<file path="src/rtl/common_types_pkg.sv">
// Shared AHB-Lite encodings and the data-phase state type used by ahb_master_mc.
package common_types_pkg;

    localparam logic [1:0] HTRANS_IDLE   = 2'b00;
    localparam logic [1:0] HTRANS_BUSY   = 2'b01;
    localparam logic [1:0] HTRANS_NONSEQ = 2'b10;
    localparam logic [1:0] HTRANS_SEQ    = 2'b11;

    localparam logic [2:0] HBURST_SINGLE = 3'b000;

    localparam logic [2:0] HSIZE_BYTE  = 3'b000;
    localparam logic [2:0] HSIZE_HALF  = 3'b001;
    localparam logic [2:0] HSIZE_WORD  = 3'b010;
    localparam logic [2:0] HSIZE_DWORD = 3'b011;

    typedef logic [1:0] dstate_t;
    localparam dstate_t D_IDLE = 2'd0;
    localparam dstate_t D_BUSY = 2'd1;
    localparam dstate_t D_ERR  = 2'd2;

endpackage

</file>
<file path="src/rtl/ahb_arbiter.sv">
// Channel arbiter for ahb_master_mc: round-robin when AHB_MASTER_RR_EN is defined,
// otherwise fixed priority with channel 0 highest.
module ahb_arbiter #(
    parameter int NUM_CH = 2
) (
    input  logic              clk,
    input  logic              rst,
    input  logic [NUM_CH-1:0] req,
    input  logic              advance,
    output logic [NUM_CH-1:0] grant
);
    localparam int IDX_W = (NUM_CH > 1) ? $clog2(NUM_CH) : 1;

    logic found;

`ifdef AHB_MASTER_RR_EN
    logic [IDX_W-1:0] ptr;
    logic [IDX_W-1:0] cand;
    logic [IDX_W-1:0] gidx;

    // Search wraps from ptr, which always holds (last accepted grant + 1) mod NUM_CH.
    always_comb begin
        grant = '0;
        gidx  = '0;
        cand  = '0;
        found = 1'b0;
        for (int unsigned i = 0; i < NUM_CH; i++) begin
            cand = IDX_W'((32'(ptr) + i) % NUM_CH);
            if (!found && req[cand]) begin
                grant[cand] = 1'b1;
                gidx        = cand;
                found       = 1'b1;
            end
        end
    end

    always_ff @(posedge clk) begin
        if (rst) begin
            ptr <= '0;
        end else if (advance) begin
            ptr <= (int'(gidx) == NUM_CH - 1) ? '0 : gidx + 1'b1;
        end
    end
`else
    logic unused_ok;
    assign unused_ok = ^{clk, rst, advance};

    always_comb begin
        grant = '0;
        found = 1'b0;
        for (int unsigned i = 0; i < NUM_CH; i++) begin
            if (!found && req[i]) begin
                grant[i] = 1'b1;
                found    = 1'b1;
            end
        end
    end
`endif

endmodule

</file>
<file path="src/rtl/ahb_master_mc.sv">
// Multi-channel AHB-Lite master issuing SINGLE transfers with address/data pipelining.
// Define AHB_MASTER_RR_EN for round-robin arbitration; fixed priority otherwise.
module ahb_master_mc
    import common_types_pkg::*;
#(
    parameter int NUM_CH = 2,
    parameter int ADDR_W = 32,
    parameter int DATA_W = 32
) (
    input  logic                          clk,
    input  logic                          rst,
    input  logic [NUM_CH-1:0]             ch_req,
    input  logic [NUM_CH-1:0][ADDR_W-1:0] ch_addr,
    input  logic [NUM_CH-1:0]             ch_write,
    input  logic [NUM_CH-1:0][2:0]        ch_size,
    input  logic [NUM_CH-1:0][DATA_W-1:0] ch_wdata,
    output logic [NUM_CH-1:0]             ch_done,
    output logic [NUM_CH-1:0]             ch_err,
    output logic [DATA_W-1:0]             ch_rdata,
    output logic [ADDR_W-1:0]             haddr,
    output logic                          hwrite,
    output logic [2:0]                    hsize,
    output logic [2:0]                    hburst,
    output logic [1:0]                    htrans,
    output logic [DATA_W-1:0]             hwdata,
    input  logic [DATA_W-1:0]             hrdata,
    input  logic                          hready,
    input  logic                          hresp
);
    localparam int IDX_W = (NUM_CH > 1) ? $clog2(NUM_CH) : 1;

    dstate_t           d_state;
    logic [IDX_W-1:0]  d_owner;
    logic [NUM_CH-1:0] frozen_grant;
    logic [NUM_CH-1:0] owner_mask;
    logic [NUM_CH-1:0] eligible;
    logic [NUM_CH-1:0] arb_req;
    logic [NUM_CH-1:0] grant;
    logic [IDX_W-1:0]  gidx;
    logic              force_idle;
    logic              addr_valid;
    logic              accept;
    logic              data_end;

    assign owner_mask = (d_state == D_IDLE) ? '0 : (NUM_CH'(1) << d_owner);
    assign eligible   = ch_req & ~owner_mask;
    // A stalled address phase presents only its own channel so grant and RR pointer stay put.
    assign arb_req    = (|frozen_grant) ? frozen_grant : eligible;

    ahb_arbiter #(.NUM_CH(NUM_CH)) u_arbiter (
        .clk     (clk),
        .rst     (rst),
        .req     (arb_req),
        .advance (accept),
        .grant   (grant)
    );

    always_comb begin
        gidx = '0;
        for (int unsigned i = 0; i < NUM_CH; i++) begin
            if (grant[i]) gidx = IDX_W'(i);
        end
    end

    assign force_idle = (d_state == D_ERR) || (d_state == D_BUSY && !hready && hresp);
    assign addr_valid = !rst && !force_idle && (|grant);
    assign accept     = addr_valid && hready;
    assign data_end   = !rst && hready && (d_state != D_IDLE);

    assign htrans   = addr_valid ? HTRANS_NONSEQ : HTRANS_IDLE;
    assign hburst   = HBURST_SINGLE;
    assign haddr    = addr_valid ? ch_addr[gidx] : '0;
    assign hwrite   = addr_valid && ch_write[gidx];
    assign hsize    = addr_valid ? ch_size[gidx] : '0;
    assign ch_done  = data_end ? owner_mask : '0;
    assign ch_err   = (data_end && d_state == D_ERR) ? owner_mask : '0;
    assign ch_rdata = hrdata;

    always_ff @(posedge clk) begin
        if (rst) begin
            d_state      <= D_IDLE;
            d_owner      <= '0;
            hwdata       <= '0;
            frozen_grant <= '0;
        end else begin
            frozen_grant <= (addr_valid && !hready) ? grant : '0;
            if (accept) begin
                d_state <= D_BUSY;
                d_owner <= gidx;
                hwdata  <= ch_write[gidx] ? ch_wdata[gidx] : '0;
            end else begin
                case (d_state)
                    D_BUSY: begin
                        if (hready)     d_state <= D_IDLE;
                        else if (hresp) d_state <= D_ERR;
                    end
                    D_ERR: begin
                        if (hready) d_state <= D_IDLE;
                    end
                    default: d_state <= D_IDLE;
                endcase
            end
        end
    end

endmodule

</file>
<file path="config.mk">
export PLATFORM = sky130hd
export DESIGN_NAME = ahb_master_mc
export DESIGN_NICKNAME = d
export VERILOG_FILES = /design/src/rtl/common_types_pkg.sv /design/src/rtl/ahb_arbiter.sv /design/src/rtl/ahb_master_mc.sv
export SDC_FILE = /design/constraint.sdc
export NUM_CORES = 1
export LEC_CHECK = 0
export ABC_AREA = 1
export CAP_MARGIN = 20
export CELL_PAD_IN_SITES_DETAIL_PLACEMENT = 1
export CELL_PAD_IN_SITES_GLOBAL_PLACEMENT = 2
export CORE_MARGIN = 8
export CORE_UTILIZATION = 13
export CTS_CLUSTER_DIAMETER = 120
export DETAILED_ROUTE_END_ITERATION = 10
export HOLD_SLACK_MARGIN = 0.12
export PLACE_DENSITY = 0.93
export SETUP_SLACK_MARGIN = 0.4
export SLEW_MARGIN = 20
export SYNTH_ARGS = -nofsm -noshare
export SYNTH_HDL_FRONTEND = slang
export SYNTH_SLANG_ARGS = --single-unit
</file>
<file path="constraint.sdc">
create_clock -name clk -period 4.65 [get_ports clk]
set_input_delay 0.93 -clock clk [delete_from_list [all_inputs] [get_ports clk]]
set_output_delay 0.93 -clock clk [all_outputs]
set_load 0.005 [all_outputs]
</file>
==> flow_summary_export.csv <==
group,metric,value,unit
timing,finalCritPeriodShare,85.8,%
power,internal_power,857,µW
timing,tightest_slew,0.813,ns
outcome,status,"complete, no violations",
flow_run,cap_violations,0,
placed_design,dp_cells,876,
detailed_routing,via_per_inst,4.04,
detailed_routing,wl_per_cell,16.3,µm
clock_network,clockRootBuffer,"clkbuf_16",
synthesis,syn_area_per_cell,6.00,µm²
placed_design,io_buffers,214,
cells_and_area,drive_gt1_share,4.23,%
detailed_routing,drc,0,
min_path,hold_path_end,"hwdata[9]",
synthesis,netlist_instances,450,
synthesis,postSynth.asyncResetShare,0,%
cells_and_area,nets,787,
global_routing,overflow,0,
timing,max_freq,0.251,GHz
power,swShare,28.6,%
floorplan,floorplan.initialDensity,13.3,%
global_routing,grt_pass1_vias,3910,
min_path,hold_path.class,"flip-flop to flip-flop",
clock_network,postCtsSetupBuffers,0,
cells_and_area,diodes,0,
cells_and_area,nFillCells,2495,
detailed_routing,drtAntennaViolNets,0,
synthesis,synth_area_leaders,"dfxtp_1, nand2_1, a21oi_1",
worst_setup_path,critPathLaunchType,"input pin",
clock_network,h-tree-depth,2,
power,cellLeakagePower,0.00193,µW
synthesis,synth_area,0.00270,mm²
worst_setup_path,r2r_cells,10,
placed_design,globalplace.congestion,0.740,
timing,hold_violations,0,
global_routing,antenna_found_initial,0,
floorplan,ios,283,
detailed_routing,first_pass_iters,6,
detailed_routing,vias,3571,
worst_setup_path,cp-end-kind,"primary output",
min_path,holdPathStages,2,
synthesis,netlist-cell-type-count,22,
worst_setup_path,cp.arrival,3.06,ns
power,worst_ir_drop_vdd,0.115,mV
power,p_comb_share,34.2,%
floorplan,die_x,160,µm
worst_setup_path,r2r-start,"d_state[0]",
worst_setup_path,required,3.72,ns
floorplan,rows,52,
global_routing,grt_max_degree,38,
power,power.density,239,mW/mm²
timing,rsz0062_at_grt,"false",
synthesis,seq_area_frac_synth,27.4,%
floorplan,core_area,0.0203,mm²
worst_setup_path,ff2ff_setup_slack,2.42,ns
synthesis,synth_warnings,0,
synthesis,synth-seq-cells,37,
synthesis,synth_common_cells,"nand2_1, a21oi_1, nand3_1",
timing,timing.setup.tns,0,ns
floorplan,die_y,160,µm
cells_and_area,stdcell_count,884,
timing,slew_headroom,45.8,%
synthesis,synth_top_area_cell,"dfxtp_1",
power,clockPowerShare,37.9,%
global_routing,grt_pass1_wl,22000,µm
floorplan,die-area,0.0256,mm²
clock_network,clk_latency,0.29,ns
power,power_frac_seq,27.9,%
clock_network,cts_tree,"built",
clock_network,max-clock-path-buffers,2,
timing,min_period,3.99,ns
power,power_switching,343,µW
synthesis,synthFlopType,"dfxtp_1",
min_path,hp-start,"hwdata[9]",
global_routing,grt_usage,10.7,%
placed_design,hpwl,11200,µm
clock_network,holdBufCountCts,0,
timing,final-max-slew-violation-count,0,
cells_and_area,area_growth,85.8,%
worst_setup_path,criticalPathCategory,"input pin to primary output",
clock_network,clkSlewWorstSetupHoldPaths,0.06,ns
synthesis,synth_top_area_share,27.4,%
worst_setup_path,worstPathMaxFanout,37,
clock_network,cts_resized,0,
timing,fin_skew,0.0102,ns
detailed_routing,finalWirelength,14400,µm
clock_network,cts_buffers,5,
detailed_routing,drt_iter0_drc,131,
clock_network,clock-sinks,37,
synthesis,yosys.cell_count.top_type,"nand2_1",
timing,report.final.setup_viol,0,
worst_setup_path,r2r_end,"hwdata[5]",
synthesis,synth-edff-count,0,
-- placed cells by master, fill, tap and decap left out, drive strengths merged --
cell           Yosys  layout
a21oi             72      72
and3               1       1
buf               64       9
bufinv             0       2
clkbuf             6       5
clkdlybuf4s50      0     214
clkinv             0       1
conb               1       4
dfxtp             37      37
inv               10      10
nand2            176     176
nand3             68      68
nor2               8       8
nor3               3       3
o211ai             1       1
o21ai              3       3
-- power groups by stage --
stage / Sequential, µW / Combinational [µW] / Clock (µW)
global placement: 342 / 416 / 0
detailed placement: 342 / 420 / 0
finish: 335 / 410 / 455
global route: 336 / 454 / 490
CTS: 335 / 423 / 475
floorplan: 342 / 192 / 0
-- logic make-up after synthesis --
family	share of synthesized area (%)
buffers and inverters	18.1
AOI/OAI and AO/OA	14.7
other	0.139
and+or+nand+nor	39.6
DFF	27.4
-- registers in the layout, indices dropped and copies added, names as in the netlist --
register and cells:
d_owner 1, d_state 2, frozen_grant 2, hwdata 32
-- critical path, stage by stage --
cell and delay (ns):
clkdlybuf4s50_1 0.45, inv_1 0.04, nor2_1 0.18, a21oi_4 0.10, nand2_2 0.09, buf_4 0.38
nand2_1 0.10, a21oi_1 0.22, clkdlybuf4s50_1 0.54
-- per-stage QoR --
step           total power, µW  util (%)  hold WS (ns)  area (µm²)  setup slack (ns)
6_report                  1200      24.7         0.463        5020             0.662
5_1_grt                   1280      24.7         0.478        5020             0.435
4_1_cts                   1230      24.7         0.466        5010             0.460
3_5_place_dp               763      23.7         0.456        4820             0.483
3_3_place_gp               758      23.7         0.452        4820             0.490
2_1_floorplan              534         -         0.461        2710              1.79
-- layout make-up --
type | count | area, µm² | share of cell area (%)
well taps | 270 | 338 | 6.73
inverters | 10 | 38.8 | 0.773
repair buffers | 223 | 2220 | 44.3
flip-flops and latches | 37 | 741 | 14.8
clock inverters | 3 | 68.8 | 1.37
clock buffers | 5 | 125 | 2.49
multi-input cells | 336 | 1480 | 29.6
-- metal layers --
metal  vias up  routed length (µm)  GRT usage, %
met4         0                 341          3.99
met5         -                   0             0
met3        21                1240          3.88
li1       1748                   -             -
met1      1646                5570          10.8
met2       156                7240          19.7
-- worst max path at each step --
| stage | start | end | slack (ns) | depth (start not counted) |
|---|---|---|---|---|
| finish | ch_req[0] | haddr[24] | 0.66 | 9 |
| global route | ch_req[1] | haddr[24] | 0.44 | 10 |
| CTS | ch_req[1] | haddr[24] | 0.46 | 10 |
| detailed placement | ch_req[1] | haddr[24] | 0.48 | 10 |
| global placement | ch_req[1] | haddr[24] | 0.49 | 10 |
| floorplan | ch_req[0] | haddr[13] | 1.79 | 8 |
No activity file was read; power rests on OpenSTA's default activity.
